<file path="config.mk">
export PLATFORM = sky130hd
export DESIGN_NAME = i2s_slot_scheduler
export DESIGN_NICKNAME = d
export VERILOG_FILES = /design/src/rtl/aud_pkg.sv /design/src/rtl/aud_sample_fifo.sv /design/src/rtl/i2s_slot_scheduler.sv
export SDC_FILE = /design/constraint.sdc
export NUM_CORES = 1
export LEC_CHECK = 0
export BUFFER_PORTS_ARGS = -buffer_cell sky130_fd_sc_hd__buf_2
export CAP_MARGIN = 20
export CORE_UTILIZATION = 45
export CTS_BUF_LIST = sky130_fd_sc_hd__clkbuf_8
export CTS_CLUSTER_SIZE = 25
export DETAILED_ROUTE_END_ITERATION = 12
export PLACE_DENSITY = 0.58
export SYNTH_ARGS = -nofsm -noshare
export SYNTH_HDL_FRONTEND = slang
export SYNTH_HIERARCHICAL = 1
export SYNTH_SLANG_ARGS = --single-unit
</file>
<file path="constraint.sdc">
create_clock -name s_axis_aud_aclk -period 8.2 [get_ports s_axis_aud_aclk]
set_input_delay 0.82 -clock s_axis_aud_aclk [delete_from_list [all_inputs] [get_ports s_axis_aud_aclk]]
set_output_delay 0.82 -clock s_axis_aud_aclk [all_outputs]
set_load 0.02 [all_outputs]
</file>
<file path="src/rtl/aud_pkg.sv">
// Shared types and constants for the I2S slot scheduler: FSM encoding,
// audio field position inside the AES-style subframe, and slot IDs.
package aud_pkg;

  typedef enum logic [1:0] {
    S_IDLE,
    S_FILL,
    S_RUN,
    S_STOP
  } sched_st_t;

  localparam int AUD_LSB = 4;
  localparam int AUD_MSB = 27;
  localparam int AUD_W   = AUD_MSB - AUD_LSB + 1;

  localparam logic SLOT_L = 1'b0;
  localparam logic SLOT_R = 1'b1;

endpackage

</file>
<file path="src/rtl/aud_sample_fifo.sv">
// Single-clock sample FIFO: registered write, combinational head read,
// wrap-bit pointers, synchronous flush.
module aud_sample_fifo
  import aud_pkg::*;
#(
  parameter int DEPTH = 8
) (
  input  logic                      clk,
  input  logic                      rst_n,
  input  logic                      flush,
  input  logic                      push,
  input  logic [AUD_W-1:0]          wdata,
  input  logic                      pop,
  output logic [AUD_W-1:0]          head,
  output logic                      full,
  output logic                      empty,
  output logic [$clog2(DEPTH):0]    level
);

  localparam int AW = $clog2(DEPTH);
  localparam logic [AW:0] PTR_ONE = (AW + 1)'(1);

  logic [AUD_W-1:0] mem [DEPTH];
  logic [AW:0]      wr_ptr;
  logic [AW:0]      rd_ptr;

  // NOTE: sequential state is updated with non-blocking assignments so every
  // register samples the pre-edge values regardless of statement order.
  always_ff @(posedge clk) begin
    if (!rst_n || flush) begin
      wr_ptr <= '0;
      rd_ptr <= '0;
    end else begin
      if (push) wr_ptr <= wr_ptr + PTR_ONE;
      if (pop)  rd_ptr <= rd_ptr + PTR_ONE;
    end
  end

  // NOTE: the storage array has no reset; the pointers alone decide which
  // entries are valid, so resetting the array would only cost a reset tree.
  always_ff @(posedge clk) begin
    if (push) mem[wr_ptr[AW-1:0]] <= wdata;
  end

  assign head  = mem[rd_ptr[AW-1:0]];
  assign empty = (wr_ptr == rd_ptr);
  assign full  = (wr_ptr[AW-1:0] == rd_ptr[AW-1:0]) && (wr_ptr[AW] != rd_ptr[AW]);
  assign level = wr_ptr - rd_ptr;

endmodule

</file>
<file path="src/rtl/i2s_slot_scheduler.sv">
// Routes tagged audio words into per-channel FIFOs and presents them to the
// I2S serializer in strict L/R order, substituting silence on underflow.
module i2s_slot_scheduler
  import aud_pkg::*;
#(
  parameter int NUM_CH = 2,
  parameter int DEPTH  = 8
) (
  input  logic        s_axis_aud_aclk,
  input  logic        s_axis_aud_aresetn,
  input  logic        ctrl_en,
  input  logic        cnt_clr,
  input  logic [31:0] s_axis_aud_tdata,
  input  logic [2:0]  s_axis_aud_tid,
  input  logic        s_axis_aud_tvalid,
  output logic        s_axis_aud_tready,
  output logic [23:0] m_aud_tdata,
  output logic        m_aud_tch,
  output logic        m_aud_tvalid,
  input  logic        m_aud_tready,
  output logic        running,
  output logic        underflow,
  output logic        drop,
  output logic [15:0] underflow_cnt
);

  localparam int LW = $clog2(DEPTH) + 1;
  localparam logic [LW-1:0] HALF    = LW'(DEPTH / 2);
  localparam logic [LW-1:0] HALF_M1 = LW'(DEPTH / 2 - 1);

  sched_st_t          state, state_d;
  logic               tch;
  logic [NUM_CH-1:0]  push, pop, full, empty;
  logic [AUD_W-1:0]   head  [NUM_CH];
  logic [LW-1:0]      level [NUM_CH];
  logic               tid_ok, in_sel, out_active, hs, accept, flush, fill_ok;

  for (genvar c = 0; c < NUM_CH; c++) begin : g_ch
    aud_sample_fifo #(.DEPTH(DEPTH)) u_fifo (
      .clk   (s_axis_aud_aclk),
      .rst_n (s_axis_aud_aresetn),
      .flush (flush),
      .push  (push[c]),
      .wdata (s_axis_aud_tdata[AUD_MSB:AUD_LSB]),
      .pop   (pop[c]),
      .head  (head[c]),
      .full  (full[c]),
      .empty (empty[c]),
      .level (level[c])
    );
  end

  // NOTE: every always_comb output gets a default first, so no path through
  // the block can leave a signal unassigned and infer a latch.
  always_comb begin
    tid_ok     = s_axis_aud_tid < 3'(NUM_CH);
    in_sel     = s_axis_aud_tid[0];
    out_active = (state == S_RUN) || (state == S_STOP);
    hs         = out_active && m_aud_tready;
    pop        = '0;
    pop[tch]   = hs && !empty[tch];

    // A pop on the addressed channel frees a slot in the same cycle.
    s_axis_aud_tready = (state != S_IDLE) &&
                        (!tid_ok || !full[in_sel] || pop[in_sel]);
    accept       = s_axis_aud_tvalid && s_axis_aud_tready;
    push         = '0;
    push[in_sel] = accept && tid_ok;

    fill_ok = 1'b1;
    for (int c = 0; c < NUM_CH; c++) begin
      fill_ok &= (level[c] >= HALF) || (push[c] && level[c] == HALF_M1);
    end

    state_d = state;
    unique case (state)
      S_IDLE: if (ctrl_en) state_d = S_FILL;
      S_FILL: begin
        if (!ctrl_en)     state_d = S_IDLE;
        else if (fill_ok) state_d = S_RUN;
      end
      S_RUN:  if (!ctrl_en) state_d = S_STOP;
      S_STOP: if (hs && tch == SLOT_R) state_d = S_IDLE;
      default: state_d = S_IDLE;
    endcase

    flush = (state_d == S_IDLE);
  end

  always_ff @(posedge s_axis_aud_aclk) begin
    if (!s_axis_aud_aresetn) state <= S_IDLE;
    else                     state <= state_d;
  end

  always_ff @(posedge s_axis_aud_aclk) begin
    if (!s_axis_aud_aresetn) begin
      tch           <= SLOT_L;
      underflow     <= 1'b0;
      drop          <= 1'b0;
      underflow_cnt <= '0;
    end else begin
      // Outside RUN/STOP the slot is parked on L, so each run opens on L.
      if (state_d != S_RUN && state_d != S_STOP) tch <= SLOT_L;
      else if (hs)                               tch <= ~tch;
      underflow <= hs && empty[tch];
      drop      <= accept && !tid_ok;
      if (cnt_clr)                                     underflow_cnt <= '0;
      else if (hs && empty[tch] && underflow_cnt != '1) underflow_cnt <= underflow_cnt + 16'd1;
    end
  end

  assign m_aud_tvalid = out_active;
  assign m_aud_tch    = tch;
  assign m_aud_tdata  = (out_active && !empty[tch]) ? head[tch] : '0;
  assign running      = (state == S_RUN);

endmodule

</file>
# Word-level counts from Yosys, hierarchy flattened
# Memory sizes are Yosys's and may differ from the RTL's. A register that Yosys moved wholly into a read port is not among the register bits.
# Cells that the tools add are included.
# totals
mem_bits_rw,384
wordCells,106
register_bits,37
out_inout_bits,46
n_memories,2
in_bits,41
# mem_list
name,words,word_bits,read_ports,rd_ports_with_merged_regs,write_ports,line,source
g_ch[0].u_fifo.mem,8,24,1,1,1,aud_sample_fifo.sv:23,logic [AUD_W-1:0] mem [DEPTH];
g_ch[1].u_fifo.mem,8,24,1,1,1,aud_sample_fifo.sv:23,
# classes
muxes,28
addsub,7
magnitude_cmp,8
bitwise,6
eq_ne,14
reduce_logical,32
# op_table
op,n
$mux W24,4
$logic_and A1 B1 Y1,17
$add A16 B1 Y16 const B,1
$add A4 B1 Y4 const B,4
$ne A16 B16 Y1 const B,1
$mux W1,12
$mux W3,4
$mux W2,5
$eq A4 B2 Y1 const B,2
$eq A4 B4 Y1,2
$ge A4 B3 Y1 const B,2
$pmux W2 S4,1
$sub A4 B4 Y4,2
$eq A3 B3 Y1,2
$logic_or A1 B1 Y1,6
$and A2 B2 Y2,2
$eq A2 B2 Y1 const B,2
$logic_not A1 Y1,4
$logic_not A2 Y1,2
$lt A1 B2 Y1 const B,2
$ne A2 B2 Y1 const B,2
$reduce_or A2 Y1,2
$lt A3 B2 Y1 const B,1
$demux W1 S1,2
other kinds (8),11

# Logic depth before layout (Yosys ltp)
# Gate-level depths: netlist (run 1).
# logic_depth
word_depth,22
ltp_mapped,9
depth_no_buf,9

# Cells and area by module
# Netlist (run 1), hierarchy kept.
# by_module_without_submodules
mod,n_inst,seq_area_each_um2,cells_each,area_each_um2
aud_sample_fifo (g_ch[0].u_fifo),1,5985.7,344,7827.5
aud_sample_fifo (g_ch[1].u_fifo),1,5985.7,345,7827.5
i2s_slot_scheduler,1,420.4,196,1510.2

# Worst setup path before layout (run 1)
# Ideal clock, no wire load.
# synth_path
path_type,reg2reg
startpoint,reg g_ch[0].u_fifo.rd_ptr[1]
endpoint,mem g_ch[0].u_fifo/mem[1][0] (netlist bit) (enable)
setup_ps,435
period_less_slack_ps,4064
path_buffers,0
t_arrival_ps,3629
required_time_ps,7765
path_slack_ps,4136
path_stages_with_launch,9
cell_sequence,dfxtp_1 inv_1 ha_1 nand3_1 nor2_1 nand4bb_1 a2111oi_2 nand2_1 nor3_1
# synth_between
elab_chain_cells,15
elab_cells_between_ends,21
classes_between,2 x eq/ne; 8 x mux; 2 x bitwise; 9 x reduce/logical
# synth_lines
item,line,source
"start, declared",aud_sample_fifo.sv:25,logic [AW:0] rd_ptr;
"start signal, assigned",aud_sample_fifo.sv:35,if (pop) rd_ptr <= rd_ptr + PTR_ONE;
$eq A4 B4 Y1,aud_sample_fifo.sv:46,assign empty = (wr_ptr == rd_ptr);
named net empty[0],i2s_slot_scheduler.sv:33,"logic [NUM_CH-1:0] push, pop, full, empty;"
$mux W1 (implied by the code) (2 in a row),i2s_slot_scheduler.sv:61,pop[tch] = hs && !empty[tch];
$logic_not A1 Y1,i2s_slot_scheduler.sv:61,
$logic_and A1 B1 Y1,i2s_slot_scheduler.sv:61,
$and A2 B2 Y2 (no line),-,
$mux W1 (implied by the code) (2 in a row),i2s_slot_scheduler.sv:65,(!tid_ok || !full[in_sel] || pop[in_sel]);
$logic_or A1 B1 Y1,i2s_slot_scheduler.sv:65,
$logic_and A1 B1 Y1,i2s_slot_scheduler.sv:64,s_axis_aud_tready = (state != S_IDLE) &&
$logic_and A1 B1 Y1,i2s_slot_scheduler.sv:66,accept = s_axis_aud_tvalid && s_axis_aud_tready;
$logic_and A1 B1 Y1,i2s_slot_scheduler.sv:68,push[in_sel] = accept && tid_ok;
$and A2 B2 Y2 (no line),-,
named net push[0],i2s_slot_scheduler.sv:33,
$mux W1,aud_sample_fifo.sv:42,if (push) mem[wr_ptr[AW-1:0]] <= wdata;
$mux W1 (implied by the code),aud_sample_fifo.sv:42,
"end, declared",aud_sample_fifo.sv:23,
# The timed path passes the listed nets, and every way through them passes these cells. The select of a mux whose other input is x is not followed.

# Worst setup path after layout (run 1)
# layout_path
startpoint,reg g_ch[1].u_fifo.wr_ptr[2]
endpoint,mem g_ch[1].u_fifo/mem[3][12] (netlist bit) (enable)
# layout_between
elab_chain_cells,15
elab_cells_between_ends,21
classes_between,2 x eq/ne; 8 x mux; 2 x bitwise; 9 x reduce/logical
# layout_lines
item,line,source
"start, declared",aud_sample_fifo.sv:24,logic [AW:0] wr_ptr;
"start signal, assigned",aud_sample_fifo.sv:34,if (push) wr_ptr <= wr_ptr + PTR_ONE;
$eq A4 B4 Y1,aud_sample_fifo.sv:46,
named net empty[1],i2s_slot_scheduler.sv:33,
$mux W1 (implied by the code) (2 in a row),i2s_slot_scheduler.sv:61,
$logic_not A1 Y1,i2s_slot_scheduler.sv:61,
$logic_and A1 B1 Y1,i2s_slot_scheduler.sv:61,
$and A2 B2 Y2 (no line),-,
$mux W1 (implied by the code) (2 in a row),i2s_slot_scheduler.sv:65,
$logic_or A1 B1 Y1,i2s_slot_scheduler.sv:65,
$logic_and A1 B1 Y1,i2s_slot_scheduler.sv:64,
$logic_and A1 B1 Y1,i2s_slot_scheduler.sv:66,
$logic_and A1 B1 Y1,i2s_slot_scheduler.sv:68,
$and A2 B2 Y2 (no line),-,
named net push[1],i2s_slot_scheduler.sv:33,
$mux W1,aud_sample_fifo.sv:42,
$mux W1 (implied by the code),aud_sample_fifo.sv:42,
"end, declared",aud_sample_fifo.sv:23,
# The timed path passes the listed nets, and every way through them passes these cells. The select of a mux whose other input is x is not followed.

==> impl_metrics.py, run 1 <==
metrics = {
    "power": {
        "switching_share_of_power_pct": 21.0,
        "share_seq_of_total_power_pct": 56.9,
        "clkPwrFrac_pct": 41.9,
        "cell_internal_power_uw": 3290,
        "irDropWorstVdd_mv": 0.139,
        "share_comb_of_total_power_pct": 1.2,
        "power.leakage_uw": 0.00634,
        "power_density_mw_per_mm2": 213,
        "power_switching_uw": 876,
    },
    "logic_synthesis": {
        "yosysTopAreaCellShare_pct": 67.2,
        "synth_top_cells_by_area": "edfxtp_1 67%, mux4_2 13%, dfxtp_1 5.0%",
        "synthTopCellsByCount": "384 x edfxtp_1, 96 x mux4_2, 73 x nor2_1",
        "synthArstFlopShare_pct": 0,
        "synthesis.area_per_instance_um2": 19.4,
        "synth.yosys.warnings": 6,
        "synth-seq-cells": 427,
        "ys.flop_type": "edfxtp_1",
        "yosysSeqAreaShare_pct": 72.2,
        "synth_edf_count": 384,
        "most_common_cell_in_the_netlist": "edfxtp_1",
        "synth.net_count": 939,
        "netlist.top_cell.by_area": "edfxtp_1",
        "syn-cell-area_mm2": 0.0172,
        "synth_cell_type_count": 50,
        "netlist_instances": 885,
    },
    "detailed_routing": {
        "wl_per_cell_um": 22.6,
        "route.detailed.vias_per_inst": 5.36,
        "dr_total_vias": 8473,
        "dr.first_iter.drc_count": 470,
        "dr_pass1_iterations": 4,
        "drtAntennaViolNets": 0,
        "remaining_drc_errors": 0,
        "routed_wirelength_mm": 35.6,
    },
    "timing": {
        "timing.slew.headroom_pct": 27.2,
        "setup-violations-final": 0,
        "final.min_clock_period_ns": 3.75,
        "tightest_slew_ns": 1.09,
        "grt_setup_unrepaired": "false",
        "fmax_mhz": 267,
        "layout_worst_path_cycle_share_pct": 45.7,
        "slew_viol_final": 0,
        "timing.clock.skew_ns": 0.0213,
        "finalHoldViolCount": 0,
        "fin_tns_setup_ns": 0,
    },
    "critical_path": {
        "cp-end-kind": "register",
        "cp-start-kind": "register",
        "path_delay_family": "simple AND/OR/NAND/NOR gates",
        "timing.setup.critical_path_class": "register to register",
        "biggest_cell_delay_along_the_critical_path_ns": 0.92,
        "crit_buf_inv": 0,
        "cp_slowest_cell": "nor2_4",
        "critical_path_arrival_ns": 3.97,
        "critical_path.max_fanout": 24,
        "crit_chain": "ha_1, nand3_1, nor2_1, nand4b_1, a2111oi_2, nand2_1, nor2_4",
        "critical_path_required_ns": 8.42,
    },
    "cts": {
        "worstSkewPairLatency_ns": 0.61,
        "cts.hold.buffers_added": 0,
        "cts_made_buffers": 72,
        "clock_slew_seen_by_the_registers_of_the_worst_setup_and_hold_paths_ns": 0.06,
        "tritoncts_num_sinks": 427,
        "cts_tree": "done",
        "post_cts_resize_count": 0,
        "h-tree-depth": 3,
        "post-cts-setup-buffer-count": 0,
        "ctsRootBufferMaster": "clkbuf_8",
        "clock_tree.buffer_depth": 3,
    },
    "status": {
        "result_of_the_run": "finished, final reports clean",
    },
    "global_route": {
        "initial_antenna_violation_count": 1,
        "grt.total_usage_pct": 19.1,
        "grt_pass1_wl_mm": 54.0,
        "first_global_vias": 8762,
        "grt_max_degree": 49,
        "globalRoute.totalOverflow": 0,
    },
    "cells_and_area": {
        "num-nets-final": 1066,
        "core_util_final_pct": 52.1,
        "area_delta_synth_final_pct": 14.0,
        "diodes": 0,
        "drive_above_1_share_pct": 33.0,
        "layout.cells.non_filler": 1580,
        "filler_cell_count": 3081,
    },
    "floorplan": {
        "initial_core_util_pct": 45.7,
        "die_height_um": 197,
        "number_of_standard_cell_rows_in_the_floorplan": 71,
        "fp.dieW_um": 197,
        "die_area_mm2": 0.0389,
        "boundaryPins": 87,
        "core_area_mm2": 0.0376,
    },
    "placed_design": {
        "place.detailed.instances": 1445,
        "hpwlAfterDp_mm": 18.1,
        "port_buffers": 78,
        "finalWeightedCongestion": 0.740,
    },
    "min_path": {
        "min-delay-path-class": "register to register",
    },
    "run": {
        "cap_violations": 0,
    },
}
## per-layer routing
layer / routed length, um / vias to the layer above / GRT usage, %
li1: - / 3811 / -
met1: 16600 / 4405 / 28.1
met2: 16800 / 207 / 28.7
met3: 1710 / 48 / 3.84
met4: 592 / 2 / 6.14
met5: 8 / - / 0
## worst paths after layout
kind	from	to	cells after the start	slack (ns)
hold reg to reg	g_ch[0].u_fifo/wr_ptr[3]$_SDFFE_PP0P_	g_ch[0].u_fifo/wr_ptr[3]$_SDFFE_PP0P_	2	0.50
hold / removal	g_ch[0].u_fifo/wr_ptr[3]$_SDFFE_PP0P_	g_ch[0].u_fifo/wr_ptr[3]$_SDFFE_PP0P_	2	0.50
setup / recovery	g_ch[1].u_fifo/wr_ptr[2]$_SDFFE_PP0P_	g_ch[1].u_fifo/mem[3][12]$_DFFE_PP_	7	4.45
setup reg to reg	g_ch[1].u_fifo/wr_ptr[2]$_SDFFE_PP0P_	g_ch[1].u_fifo/mem[3][12]$_DFFE_PP_	7	4.45
## kinds of logic after synthesis
group / synth area share (%)
flip-flops: 72.2
multiplexers: 18.1
AND/OR/NAND/NOR: 4.25
buffers and inverters: 1.81
AO/OA/AOI/OAI: 1.35
XOR/XNOR: 1.28
adder cells (fa/ha/maj): 1.04
## cells in the final DEF (no fill, tap or decap), types with 25 or more instances in the layout
master | netlist | final
mux2i_1 | 30 | 30
edfxtp_1 | 384 | 384
nand2_1 | 25 | 25
mux2_2 | 25 | 25
buf_2 | 13 | 78
inv_1 | 17 | 40
mux4_2 | 96 | 96
nor2_1 | 73 | 61
clkbuf_8 | 0 | 74
dfxtp_1 | 43 | 36
## worst register-to-register path, delay by kind of cell, from the launching register on
| kind | cells | cell delay [ns] |
|---|---|---|
| AOI/OAI and AO/OA | 1 | 0.70 |
| DFF | 1 | 0.51 |
| adders and majority gates | 1 | 0.34 |
| and+or+nand+nor | 5 | 1.80 |
## stage by stage
| step | setup slack (ns) | power (uW) | hold WS [ns] | cell area (um2) |
|---|---|---|---|---|
| after floorplan | 4.14 | 2430 | 0.470 | 17200 |
| after global placement | 4.41 | 2460 | 0.497 | 18100 |
| after detailed placement | 4.37 | 2470 | 0.499 | 18100 |
| after CTS | 4.15 | 4230 | 0.479 | 19500 |
| after global routing | 4.08 | 4320 | 0.519 | 19600 |
| final | 4.45 | 4170 | 0.502 | 19600 |
## sequential cells by signal, indices dropped and copies added, names as in the netlist, named ones only
register and count:
underflow_cnt 16, g_ch.u_fifo/mem 384, m_aud_tch 1, state 2, drop 1, g_ch.u_fifo/wr_ptr 8
g_ch.u_fifo/rd_ptr 8, underflow 1
## final cells by class
class / count / area [um2] / share of cell area [%]
Sequential cell: 427 / 12400 / 63.4
Multi-Input combinational cell: 403 / 4570 / 23.4
Clock buffer: 74 / 1020 / 5.20
Tap cell: 511 / 639 / 3.27
Timing Repair Buffer: 91 / 561 / 2.86
Clock inverter: 57 / 313 / 1.60
Inverter: 17 / 63.8 / 0.326
## power by group through the flow
stage	registers, uW	clock network (uW)	logic, uW
finish	2370	1750	48.5
global route	2370	1900	54.2
CTS	2370	1810	49.1
detailed placement	2420	0	49.1
global placement	2420	0	47.3
floorplan	2420	0	12.6
(Power assumes the default switching activity.)
==> run 2, diff against run 1 <==
- clock period: 8.2 -> 3.6 ns (I/O delays scaled with it)
==> run 2 against run 1 <==
The run now ends with design-rule violations left. Flip-flop and latch count did not move. Largest cell class unchanged. Clock power rose by 130%. Worst setup slack got worse by 4.1 ns. Combinational power rose by 130%. Die area did not move. Critical endpoint is now m_aud_tdata[11].
==> impl_metrics.py, run 2 (synthesized netlist as in run 1, its figures left out) <==
metrics = {
    "global_route": {
        "globalRoute.totalOverflow": 0,
        "grt_pass1_wl_mm": 54.0,
        "grt_max_degree": 29,
        "initial_antenna_violation_count": 3,
        "grt.total_usage_pct": 19.1,
        "first_global_vias": 9003,
    },
    "floorplan": {
        "die_height_um": 197,
        "boundaryPins": 87,
        "core_area_mm2": 0.0376,
        "fp.dieW_um": 197,
        "initial_core_util_pct": 45.7,
        "die_area_mm2": 0.0389,
        "number_of_standard_cell_rows_in_the_floorplan": 71,
    },
    "cts": {
        "post-cts-setup-buffer-count": 0,
        "clock_tree.buffer_depth": 3,
        "ctsRootBufferMaster": "clkbuf_8",
        "h-tree-depth": 3,
        "cts_tree": "done",
        "tritoncts_num_sinks": 427,
        "clock_slew_seen_by_the_registers_of_the_worst_setup_and_hold_paths_ns": 0.06,
        "cts_made_buffers": 72,
        "worstSkewPairLatency_ns": 0.60,
    },
    "cells_and_area": {
        "layout.cells.non_filler": 1600,
        "most-common-layout-cells": "384 x edfxtp_1, 96 x mux4_2, 78 x buf_2",
        "core_util_final_pct": 52.8,
        "layout.cell_area.non_filler_mm2": 0.0198,
        "area_delta_synth_final_pct": 15.6,
        "final_common_cell": "edfxtp_1",
        "largest_register_ffs": 384,
        "num-nets-final": 1094,
        "drive_above_1_share_pct": 34.6,
        "diodes": 0,
    },
    "timing": {
        "timing.slew.headroom_pct": 31.9,
        "timing.clock.skew_ns": 0.0258,
        "setup-violations-final": 0,
        "grt_setup_unrepaired": "false",
        "worst_hold_slack_ns": 0.0828,
        "layout_worst_path_cycle_share_pct": 91.1,
        "slew_viol_final": 0,
        "final.min_clock_period_ns": 3.28,
        "finalHoldViolCount": 0,
        "tightest_slew_ns": 1.01,
        "fmax_mhz": 305,
    },
    "detailed_routing": {
        "dr_pass1_iterations": 8,
        "routed_wirelength_mm": 35.8,
        "dr.first_iter.drc_count": 507,
        "drtAntennaViolNets": 0,
        "remaining_drc_errors": 2,
        "route.detailed.vias_per_inst": 5.39,
        "wl_per_cell_um": 22.4,
        "dr_total_vias": 8618,
    },
    "power": {
        "irDropWorstVdd_mv": 0.328,
        "power_uw": 9510,
        "power.leakage_uw": 0.00648,
        "power_density_mw_per_mm2": 480,
    },
    "placed_design": {
        "post_dp_cell_area_mm2": 0.0185,
        "place.detailed.instances": 1477,
        "port_buffers": 78,
        "finalWeightedCongestion": 0.773,
        "hpwlAfterDp_mm": 20.8,
    },
    "run": {
        "cap_violations": 0,
    },
    "critical_path": {
        "timing.setup.critical_path_class": "register to output pin",
        "critical_path_required_ns": 3.24,
        "cp-start-kind": "register",
        "critical_path.max_fanout": 12,
        "critical_path_arrival_ns": 2.92,
        "cp-end-kind": "output pin",
    },
    "min_path": {
        "min-delay-path-class": "input pin to register",
    },
    "status": {
        "violated_checks": "design-rule violations",
        "result_of_the_run": "finished, violations left",
    },
}
run 2: cell types whose count changed in the layout (fill, tap and decap cells not counted), moves of 2 or more:
cell,before,now
clkbuf_8,74,76
nor3_2,4,2
nor3_4,0,2
buf_4,9,31
clkinv_2,8,3
buf_12,1,10
clkinv_1,18,14
buf_16,3,0
inv_6,3,0
run 2: final cells by class:
class / instances / area [um2]
clock buffer: 76 / 1050
fill: 3010 / 17700
tap: 511 / 639
multi-input combinational: 403 / 4590
sequential: 427 / 12400
inverter: 17 / 63.8
timing repair buffer: 119 / 823
clock inverter: 47 / 274
run 2: final timing paths:
path	endpoint	cells past startpoint	start	slack, ns
max	m_aud_tdata[11]	8	g_ch[0].u_fifo/wr_ptr[2]$_SDFFE_PP0P_	0.32
min	drop$_SDFF_PN0_	3	s_axis_aud_aresetn	0.08
max reg2reg	g_ch[0].u_fifo/mem[5][8]$_DFFE_PP_	9	g_ch[0].u_fifo/wr_ptr[2]$_SDFFE_PP0P_	0.34
min reg2reg	g_ch[0].u_fifo/wr_ptr[0]$_SDFFE_PP0P_	2	g_ch[0].u_fifo/wr_ptr[0]$_SDFFE_PP0P_	0.51
run 2: layer usage:
layer	vias up	global-route usage (%)	wire, um
met3	78	4.35	1780
met4	6	6.80	901
met2	213	30.1	16800
met1	4464	26.2	16300
met5	-	0	29
li1	3857	-	-
run 2: metrics by stage:
step	TNS, ns	setup slack, ns
after CTS	0	0.0679
final	0	0.320
after detailed placement	0	0.381
after floorplan	-20.85	-0.440
after global routing	0	0.0555
after global placement	0	0.429
run 2: worst max-delay path: stages, from the launching register on:
cell and delay (ns):
dfxtp_1 0.56, ha_1 0.35, nand3_1 0.11, nor2_1 0.07, mux2i_1 0.35, nand2_2 0.27, buf_4 0.28, nor2_1 0.15
buf_2 0.18
run 2: what timing repair did:
action                                  4_1_cts  5_1_grt
hold buffers                                  0        0
resized for setup                             0        1
endpoints found under the setup margin        0       21
run 2: power by group:
| part | total, uW | switching, uW | internal, uW |
|---|---|---|---|
| Sequential | 5400 | 2.84 | 5400 |
| Clock | 4000 | 1840 | 2160 |
| Combinational | 112 | 83.4 | 28.3 |
| Total | 9510 | 1930 | 7580 |
